<file path="config.mk">
export PLATFORM = sky130hd
export DESIGN_NAME = bufid_alloc_arbiter_flat
export DESIGN_NICKNAME = d
export VERILOG_FILES = /design/src/rtl/bufid_alloc_if.sv /design/src/rtl/bufid_alloc_arbiter.sv /design/src/flat_wrapper.sv
export SDC_FILE = /design/constraint.sdc
export NUM_CORES = 2
export LEC_CHECK = 0
export CAP_MARGIN = 0
export CELL_PAD_IN_SITES_DETAIL_PLACEMENT = 1
export CELL_PAD_IN_SITES_GLOBAL_PLACEMENT = 2
export CORE_MARGIN = 2
export CORE_UTILIZATION = 43
export CTS_BUF_LIST = sky130_fd_sc_hd__clkbuf_8
export CTS_CLUSTER_SIZE = 24
export DETAILED_ROUTE_END_ITERATION = 6
export GPL_ROUTABILITY_DRIVEN = 0
export PLACE_DENSITY = 0.68
export SLEW_MARGIN = 20
export SYNTH_ARGS = -nofsm -noshare
export SYNTH_HDL_FRONTEND = slang
export SYNTH_SLANG_ARGS = --single-unit
export TNS_END_PERCENT = 100
</file>
<file path="constraint.sdc">
create_clock -name i_clk -period 41.5 [get_ports i_clk]
set_input_delay 6.225 -clock i_clk [delete_from_list [all_inputs] [get_ports i_clk]]
set_output_delay 6.225 -clock i_clk [all_outputs]
set_load 0.01 [all_outputs]
</file>
<file path="src/rtl/bufid_alloc_if.sv">
// Handshake bundle between the bufid allocator and its two injection paths
// plus the release/free-count side.
interface bufid_alloc_if #(
  parameter int BUFID_WIDTH = 9
);
  logic                   i_host_bufid_req;
  logic                   o_host_bufid_ack;
  logic [BUFID_WIDTH-1:0] ov_host_bufid;
  logic                   i_net_bufid_req;
  logic                   o_net_bufid_ack;
  logic [BUFID_WIDTH-1:0] ov_net_bufid;
  logic                   i_release_wr;
  logic [BUFID_WIDTH-1:0] iv_release_bufid;
  logic [BUFID_WIDTH-1:0] ov_free_bufid_num;
  logic                   o_init_done;
  logic [15:0]            ov_release_err_cnt;

  modport master (
    output i_host_bufid_req, i_net_bufid_req, i_release_wr, iv_release_bufid,
    input  o_host_bufid_ack, ov_host_bufid, o_net_bufid_ack, ov_net_bufid,
           ov_free_bufid_num, o_init_done, ov_release_err_cnt
  );

  modport slave (
    input  i_host_bufid_req, i_net_bufid_req, i_release_wr, iv_release_bufid,
    output o_host_bufid_ack, ov_host_bufid, o_net_bufid_ack, ov_net_bufid,
           ov_free_bufid_num, o_init_done, ov_release_err_cnt
  );
endinterface

</file>
<file path="src/rtl/bufid_alloc_arbiter.sv">
// Packet-buffer ID free pool with round-robin host/network allocation and release path.
// Optional macro BUFID_DOUBLE_RELEASE_CHECK_EN adds an in-use bitmap that rejects double releases.
module bufid_alloc_arbiter #(
  parameter int BUFID_WIDTH = 9,
  parameter int BUFID_NUM   = 256
) (
  input  logic           i_clk,
  input  logic           i_rst_n,
  bufid_alloc_if.slave   bus
);

  localparam int IDX_W = (BUFID_NUM > 1) ? $clog2(BUFID_NUM) : 1;
  localparam int CNT_W = $clog2(BUFID_NUM + 1);
  localparam logic [CNT_W-1:0]     NUM_C    = CNT_W'(BUFID_NUM);
  localparam logic [BUFID_WIDTH:0] NUM_ID   = (BUFID_WIDTH + 1)'(BUFID_NUM);
  localparam logic [IDX_W-1:0]     LAST_PTR = IDX_W'(BUFID_NUM - 1);

  typedef enum logic [0:0] {INIT_S, WORK_S} state_t;

  state_t                 state_q, state_d;
  logic [BUFID_WIDTH-1:0] mem [0:BUFID_NUM-1];
  logic [IDX_W-1:0]       rd_ptr_q, wr_ptr_q;
  logic [CNT_W-1:0]       count_q, free_num_q;
  logic                   last_host_q;
  logic                   host_ack_q, net_ack_q, init_done_q;
  logic [BUFID_WIDTH-1:0] host_bufid_q, net_bufid_q;
  logic [15:0]            err_cnt_q;

  logic                   fill_last, grant_host, grant_net, grant_any;
  logic                   rel_ok, rel_bad, rel_oor, rel_dbl;
  logic [BUFID_WIDTH-1:0] head;

  function automatic logic [IDX_W-1:0] ptr_inc(input logic [IDX_W-1:0] p);
    return (p == LAST_PTR) ? '0 : p + 1'b1;
  endfunction

  function automatic logic [15:0] sat_inc16(input logic [15:0] v);
    return (v == 16'hFFFF) ? v : v + 16'd1;
  endfunction

  assign head      = mem[rd_ptr_q];
  assign rel_oor   = {1'b0, bus.iv_release_bufid} >= NUM_ID;
  assign grant_any = grant_host | grant_net;

`ifdef BUFID_DOUBLE_RELEASE_CHECK_EN
  logic [BUFID_NUM-1:0] in_use_q;
  assign rel_dbl = !rel_oor && !in_use_q[IDX_W'(bus.iv_release_bufid)];

  always_ff @(posedge i_clk or negedge i_rst_n) begin
    if (!i_rst_n) begin
      in_use_q <= '0;
    end else begin
      if (grant_any) in_use_q[IDX_W'(head)] <= 1'b1;
      if (rel_ok)    in_use_q[IDX_W'(bus.iv_release_bufid)] <= 1'b0;
    end
  end
`else
  assign rel_dbl = 1'b0;
`endif

  // Arbitration and release qualification; both use the pre-update count, so
  // a release into an empty pool cannot be granted in the same cycle.
  always_comb begin
    state_d    = state_q;
    fill_last  = 1'b0;
    grant_host = 1'b0;
    grant_net  = 1'b0;
    rel_ok     = 1'b0;
    rel_bad    = 1'b0;
    case (state_q)
      INIT_S: begin
        fill_last = (wr_ptr_q == LAST_PTR);
        if (fill_last) state_d = WORK_S;
        rel_bad = bus.i_release_wr;
      end
      WORK_S: begin
        if (count_q != '0) begin
          if (bus.i_host_bufid_req && bus.i_net_bufid_req) begin
            grant_host = !last_host_q;
            grant_net  = last_host_q;
          end else begin
            grant_host = bus.i_host_bufid_req;
            grant_net  = bus.i_net_bufid_req;
          end
        end
        if (bus.i_release_wr) begin
          if (rel_oor || (count_q == NUM_C) || rel_dbl) rel_bad = 1'b1;
          else                                          rel_ok  = 1'b1;
        end
      end
      default: state_d = INIT_S;
    endcase
  end

  // Registered control and grant outputs
  always_ff @(posedge i_clk or negedge i_rst_n) begin
    if (!i_rst_n) begin
      state_q      <= INIT_S;
      rd_ptr_q     <= '0;
      wr_ptr_q     <= '0;
      count_q      <= '0;
      free_num_q   <= '0;
      last_host_q  <= 1'b1;
      host_ack_q   <= 1'b0;
      net_ack_q    <= 1'b0;
      host_bufid_q <= '0;
      net_bufid_q  <= '0;
      init_done_q  <= 1'b0;
      err_cnt_q    <= '0;
    end else begin
      state_q    <= state_d;
      host_ack_q <= grant_host;
      net_ack_q  <= grant_net;
      if (grant_host) host_bufid_q <= head;
      if (grant_net)  net_bufid_q  <= head;
      if (grant_any) begin
        rd_ptr_q    <= ptr_inc(rd_ptr_q);
        last_host_q <= grant_host;
      end
      if ((state_q == INIT_S) || rel_ok) wr_ptr_q <= ptr_inc(wr_ptr_q);
      if (fill_last) begin
        count_q     <= NUM_C;
        init_done_q <= 1'b1;
      end else if (rel_ok && !grant_any) begin
        count_q <= count_q + 1'b1;
      end else if (!rel_ok && grant_any) begin
        count_q <= count_q - 1'b1;
      end
      free_num_q <= (state_q == WORK_S) ? count_q : '0;
      if (rel_bad) err_cnt_q <= sat_inc16(err_cnt_q);
    end
  end

  // Free-list storage holds data only, so it carries no reset
  always_ff @(posedge i_clk) begin
    if (state_q == INIT_S) mem[wr_ptr_q] <= BUFID_WIDTH'(wr_ptr_q);
    else if (rel_ok)       mem[wr_ptr_q] <= bus.iv_release_bufid;
  end

  assign bus.o_host_bufid_ack   = host_ack_q;
  assign bus.ov_host_bufid      = host_bufid_q;
  assign bus.o_net_bufid_ack    = net_ack_q;
  assign bus.ov_net_bufid       = net_bufid_q;
  assign bus.ov_free_bufid_num  = BUFID_WIDTH'(free_num_q);
  assign bus.o_init_done        = init_done_q;
  assign bus.ov_release_err_cnt = err_cnt_q;

endmodule
</file>
<file path="src/flat_wrapper.sv">
// flat-port wrapper written by rule: the top's interface ports become plain ports
module bufid_alloc_arbiter_flat 
#(
  parameter int BUFID_WIDTH = 9,
  parameter int BUFID_NUM   = 256
)
  (i_clk, i_rst_n, bus_i_host_bufid_req, bus_i_net_bufid_req, bus_i_release_wr, bus_iv_release_bufid, bus_o_host_bufid_ack, bus_ov_host_bufid, bus_o_net_bufid_ack, bus_ov_net_bufid, bus_ov_free_bufid_num, bus_o_init_done, bus_ov_release_err_cnt);
  bufid_alloc_if #(.BUFID_WIDTH(BUFID_WIDTH)) bus_i ();
  input  logic i_clk;
  input  logic i_rst_n;
  input wire logic [$bits(bus_i.i_host_bufid_req)-1:0] bus_i_host_bufid_req;
  input wire logic [$bits(bus_i.i_net_bufid_req)-1:0] bus_i_net_bufid_req;
  input wire logic [$bits(bus_i.i_release_wr)-1:0] bus_i_release_wr;
  input wire logic [$bits(bus_i.iv_release_bufid)-1:0] bus_iv_release_bufid;
  output wire logic [$bits(bus_i.o_host_bufid_ack)-1:0] bus_o_host_bufid_ack;
  output wire logic [$bits(bus_i.ov_host_bufid)-1:0] bus_ov_host_bufid;
  output wire logic [$bits(bus_i.o_net_bufid_ack)-1:0] bus_o_net_bufid_ack;
  output wire logic [$bits(bus_i.ov_net_bufid)-1:0] bus_ov_net_bufid;
  output wire logic [$bits(bus_i.ov_free_bufid_num)-1:0] bus_ov_free_bufid_num;
  output wire logic [$bits(bus_i.o_init_done)-1:0] bus_o_init_done;
  output wire logic [$bits(bus_i.ov_release_err_cnt)-1:0] bus_ov_release_err_cnt;
  assign bus_i.i_host_bufid_req = bus_i_host_bufid_req;
  assign bus_i.i_net_bufid_req = bus_i_net_bufid_req;
  assign bus_i.i_release_wr = bus_i_release_wr;
  assign bus_i.iv_release_bufid = bus_iv_release_bufid;
  assign bus_o_host_bufid_ack = bus_i.o_host_bufid_ack;
  assign bus_ov_host_bufid = bus_i.ov_host_bufid;
  assign bus_o_net_bufid_ack = bus_i.o_net_bufid_ack;
  assign bus_ov_net_bufid = bus_i.ov_net_bufid;
  assign bus_ov_free_bufid_num = bus_i.ov_free_bufid_num;
  assign bus_o_init_done = bus_i.o_init_done;
  assign bus_ov_release_err_cnt = bus_i.ov_release_err_cnt;
  bufid_alloc_arbiter #(.BUFID_WIDTH(BUFID_WIDTH), .BUFID_NUM(BUFID_NUM)) u_core (.i_clk(i_clk), .i_rst_n(i_rst_n), .bus(bus_i));
endmodule
</file>
==> results.yml <==
status:
  outcome: "finished clean"
sta:
  worst_pin_slew_ns: 1.251
  slew_headroom: 0.1595
  max_freq_ghz: 0.1031
  finalMaxSlewViolations: 0
  post-route-period-util: 0.2338
  clock_skew_ns: 0.05204
  setup_viol: 0
  setup_tns_ns: 0
  fin_crit_ns: 9.701
  hold_viol_final: 0
  rsz0062_at_grt: "no"
setup_path:
  reg2reg_depth: 10
  r2r_end: "u_core.bus.ov_net_bufid[6]$_DFFE_PN0P_"
  critPathArrivalTime_ns: 10.40
  crit_fanout: 104
  cp.required_ns: 42.20
  end_kind: "register"
  r2r-start: "u_core.rd_ptr_q[0]$_DFFE_PN0P_"
  regToRegSetupSlack_ns: 35.30
  path_class: "primary input to register"
  crit_path_start_kind: "primary input"
final_layout:
  final_area_um2: 103800
  area_growth_syn_to_layout_pct: 12.83
  nets: 4972
  post_route_cells_drive_above_1_share: 0.2218
  fillers: 19310
  final_cells: 8058
  multi_input_area_um2: 20890
  ff_latch_area_um2: 71030
clock_tree:
  cts_root_buf: "clkbuf_8"
  hold_buffers: 0
  clock_sinks: 2377
  cts_tree: "done"
  clk_path_buf_depth: 4
  clock_latency_ns: 1.10
  postCtsSetupRepairBufs: 0
  numCtsBuffers: 395
  htree_levels: 5
  cts-resized-gates: 0
  clkTransAtPathRegs_ns: 0.06
floorplan:
  ios: 60
  die_w_um: 466.6
  num_rows: 169
  core_area_um2: 212500
  die_area_um2: 217700
  start_util: 0.4331
  die_h_um: 466.6
logic_synthesis:
  synthCells: 4395
  synthXorXnorAreaFrac: 0.002665
  synthFlopType: "edfxtp_1"
  synth_edf_count: 2304
  netlist-cell-type-count: 67
  syn-cell-area_um2: 92030
  yosys.area_share.simple: 0.02711
  avgSynthCellArea_um2: 20.94
  ys_ff_latch: 2377
  synth-compound-area-share: 0.03075
  async_flop_share: 0.03071
  ys_seq_area_frac: 0.7716
  synth-adder-area-share: 0.002121
  synth_top_family_by_area: "multiplexers"
  synth.mux.area_fraction: 0.1507
  ys_warn_count: 0
min_path:
  holdPathEnd: "u_core.bus.o_init_done$_DFFE_PN0P_"
  hp-class: "register to register"
  hold_start: "u_core.bus.o_init_done$_DFFE_PN0P_"
  holdPathStages: 1
route:
  via_per_inst: 5.901
  wl_per_cell_um: 33.77
  first_pass_iters: 5
  ant_nets: 0
  drcViolationCount: 0
  drt_iter0_drc: 5529
  vias: 47550
  routed_wl_um: 272100
placed_design:
  dp_hpwl_um: 163700
  dp.cells: 7366
  placed_area_um2: 96890
  io_buffers: 59
job:
  max_cap_violations: 0
grt:
  antenna_found_initial: 7
  grt_start_max_net_pins: 147
  grtUsageTotal: 0.2524
  grt_pass1_vias: 49100
  grt_pass1_wl_um: 386700
  grt_overflow_total: 0
power_and_ir_drop:
  ir_drop_mv: 0.03083
  power_density_nw_per_um2: 43.46
  leakage_uw: 0.02997
## worst max-delay path: stages
cell             delay [ns]
clkdlybuf4s50_1        0.52
and3b_1                0.22
and2_1                 0.71
mux2_8                 0.81
buf_4                  0.87
buf_4                  0.96
## synthesized netlist by cell type (18+ instances only)
cell      number  share of area
dfrtp_1       72          0.020
buf_4         26         0.0021
a22oi_1       88         0.0072
mux4_2       551           0.13
buf_2         55         0.0030
buf_1         21        0.00086
nor2_1       327          0.013
o221ai_1      32         0.0030
mux2i_1      138          0.015
inv_1         18        0.00073
clkbuf_1     129         0.0053
o22ai_1       80         0.0054
nand2_1      109         0.0044
nand3_1       47         0.0026
edfxtp_1    2304           0.75
a21oi_1       85         0.0046
o21ai_1       22         0.0012
nor3_1        37         0.0020
o21ai_0       26         0.0014
a221oi_1      21         0.0020
## power by group
part	total, µW	internal (µW)	switching, µW
registers	2600	2600	5.18
clock network	1890	949	938
logic	21.3	10.5	10.8
## cells in the final DEF, fill, tap and decap left out, drive strengths merged, types with 14 or more instances in the layout
cell,Yosys,layout
a21oi,85,85
nor3,38,38
dfrtp,72,72
conb,1,256
o21ai,48,48
buf,124,90
nor2b,16,16
edfxtp,2304,2304
o22ai,80,80
clkbuf,129,405
ha,14,14
mux4,551,551
nand2,109,109
nand3,47,47
o221ai,32,32
a221oi,22,22
mux2i,138,138
nor2,327,327
and2,14,14
inv,19,131
clkdlybuf4s50,0,58
xnor2,16,16
a22oi,88,88
clkinv,0,161
## final cells by class
class	instances	share of cell area
well taps	2821	0.03399
repair buffers	149	0.01325
multi-input cells	2001	0.2012
flip-flops and latches	2377	0.6841
inverters	19	0.0007109
clock inverters	285	0.01319
diodes	2	0.00004820
clock buffers	404	0.05355
## sequential cells by signal (all words and copies together) (netlist names)
register	flops
u_core.bus.o_net_bufid_ack	1
u_core.wr_ptr_q	8
u_core.count_q	9
u_core.last_host_q	1
u_core.state_q	1
u_core.mem	2304
u_core.bus.ov_host_bufid	9
u_core.bus.o_init_done	1
u_core.rd_ptr_q	8
u_core.bus.o_host_bufid_ack	1
u_core.bus.ov_net_bufid	9
u_core.bus.ov_release_err_cnt	16
u_core.bus.ov_free_bufid_num	9
## metal layers
metal  vias to the layer above  track usage  routed length, µm
met5                         -            0                 12
met4                         2      0.08174               8315
met3                       418      0.04853              20240
met2                      2123       0.3927             128900
met1                     25830       0.3609             114600
li1                      19170            -                  -
## kinds of logic (layout without fill, tap and decap cells)
kind of cell	count (synthesis)	in the layout
XOR/XNOR	28	28
other	1	258
buffers and inverters	272	857
AO/OA/AOI/OAI	420	420
AND/OR/NAND/NOR	586	586
multiplexers	696	696
flip-flops	2377	2377
adder cells (fa/ha/maj)	15	15
## worst max-delay path by stage
stage	startpoint	end	slack, ns
after global routing	bus_i_release_wr	u_core.mem[22][7]$_DFFE_PP_	31.54
after detailed placement	bus_i_release_wr	u_core.mem[51][7]$_DFFE_PP_	30.46
final	bus_i_release_wr	u_core.mem[28][7]$_DFFE_PP_	31.80
after floorplan	bus_i_release_wr	u_core.mem[0][0]$_DFFE_PP_	22.60
after global placement	bus_i_release_wr	u_core.mem[24][7]$_DFFE_PP_	30.62
after CTS	bus_i_release_wr	u_core.mem[29][7]$_DFFE_PP_	31.66
## metrics by stage
step	worst slack [ns]	util	hold WS (ns)	total power [µW]
finish	31.80	0.4886	0.4716	4513
global route	31.54	0.4886	0.4915	4650
CTS	31.66	0.4885	0.4789	4549
detailed placement	30.46	0.4559	0.4645	2676
global placement	30.62	0.4559	0.4528	2676
floorplan	22.60	-	0.4723	2663
(Power assumes the default switching activity.)
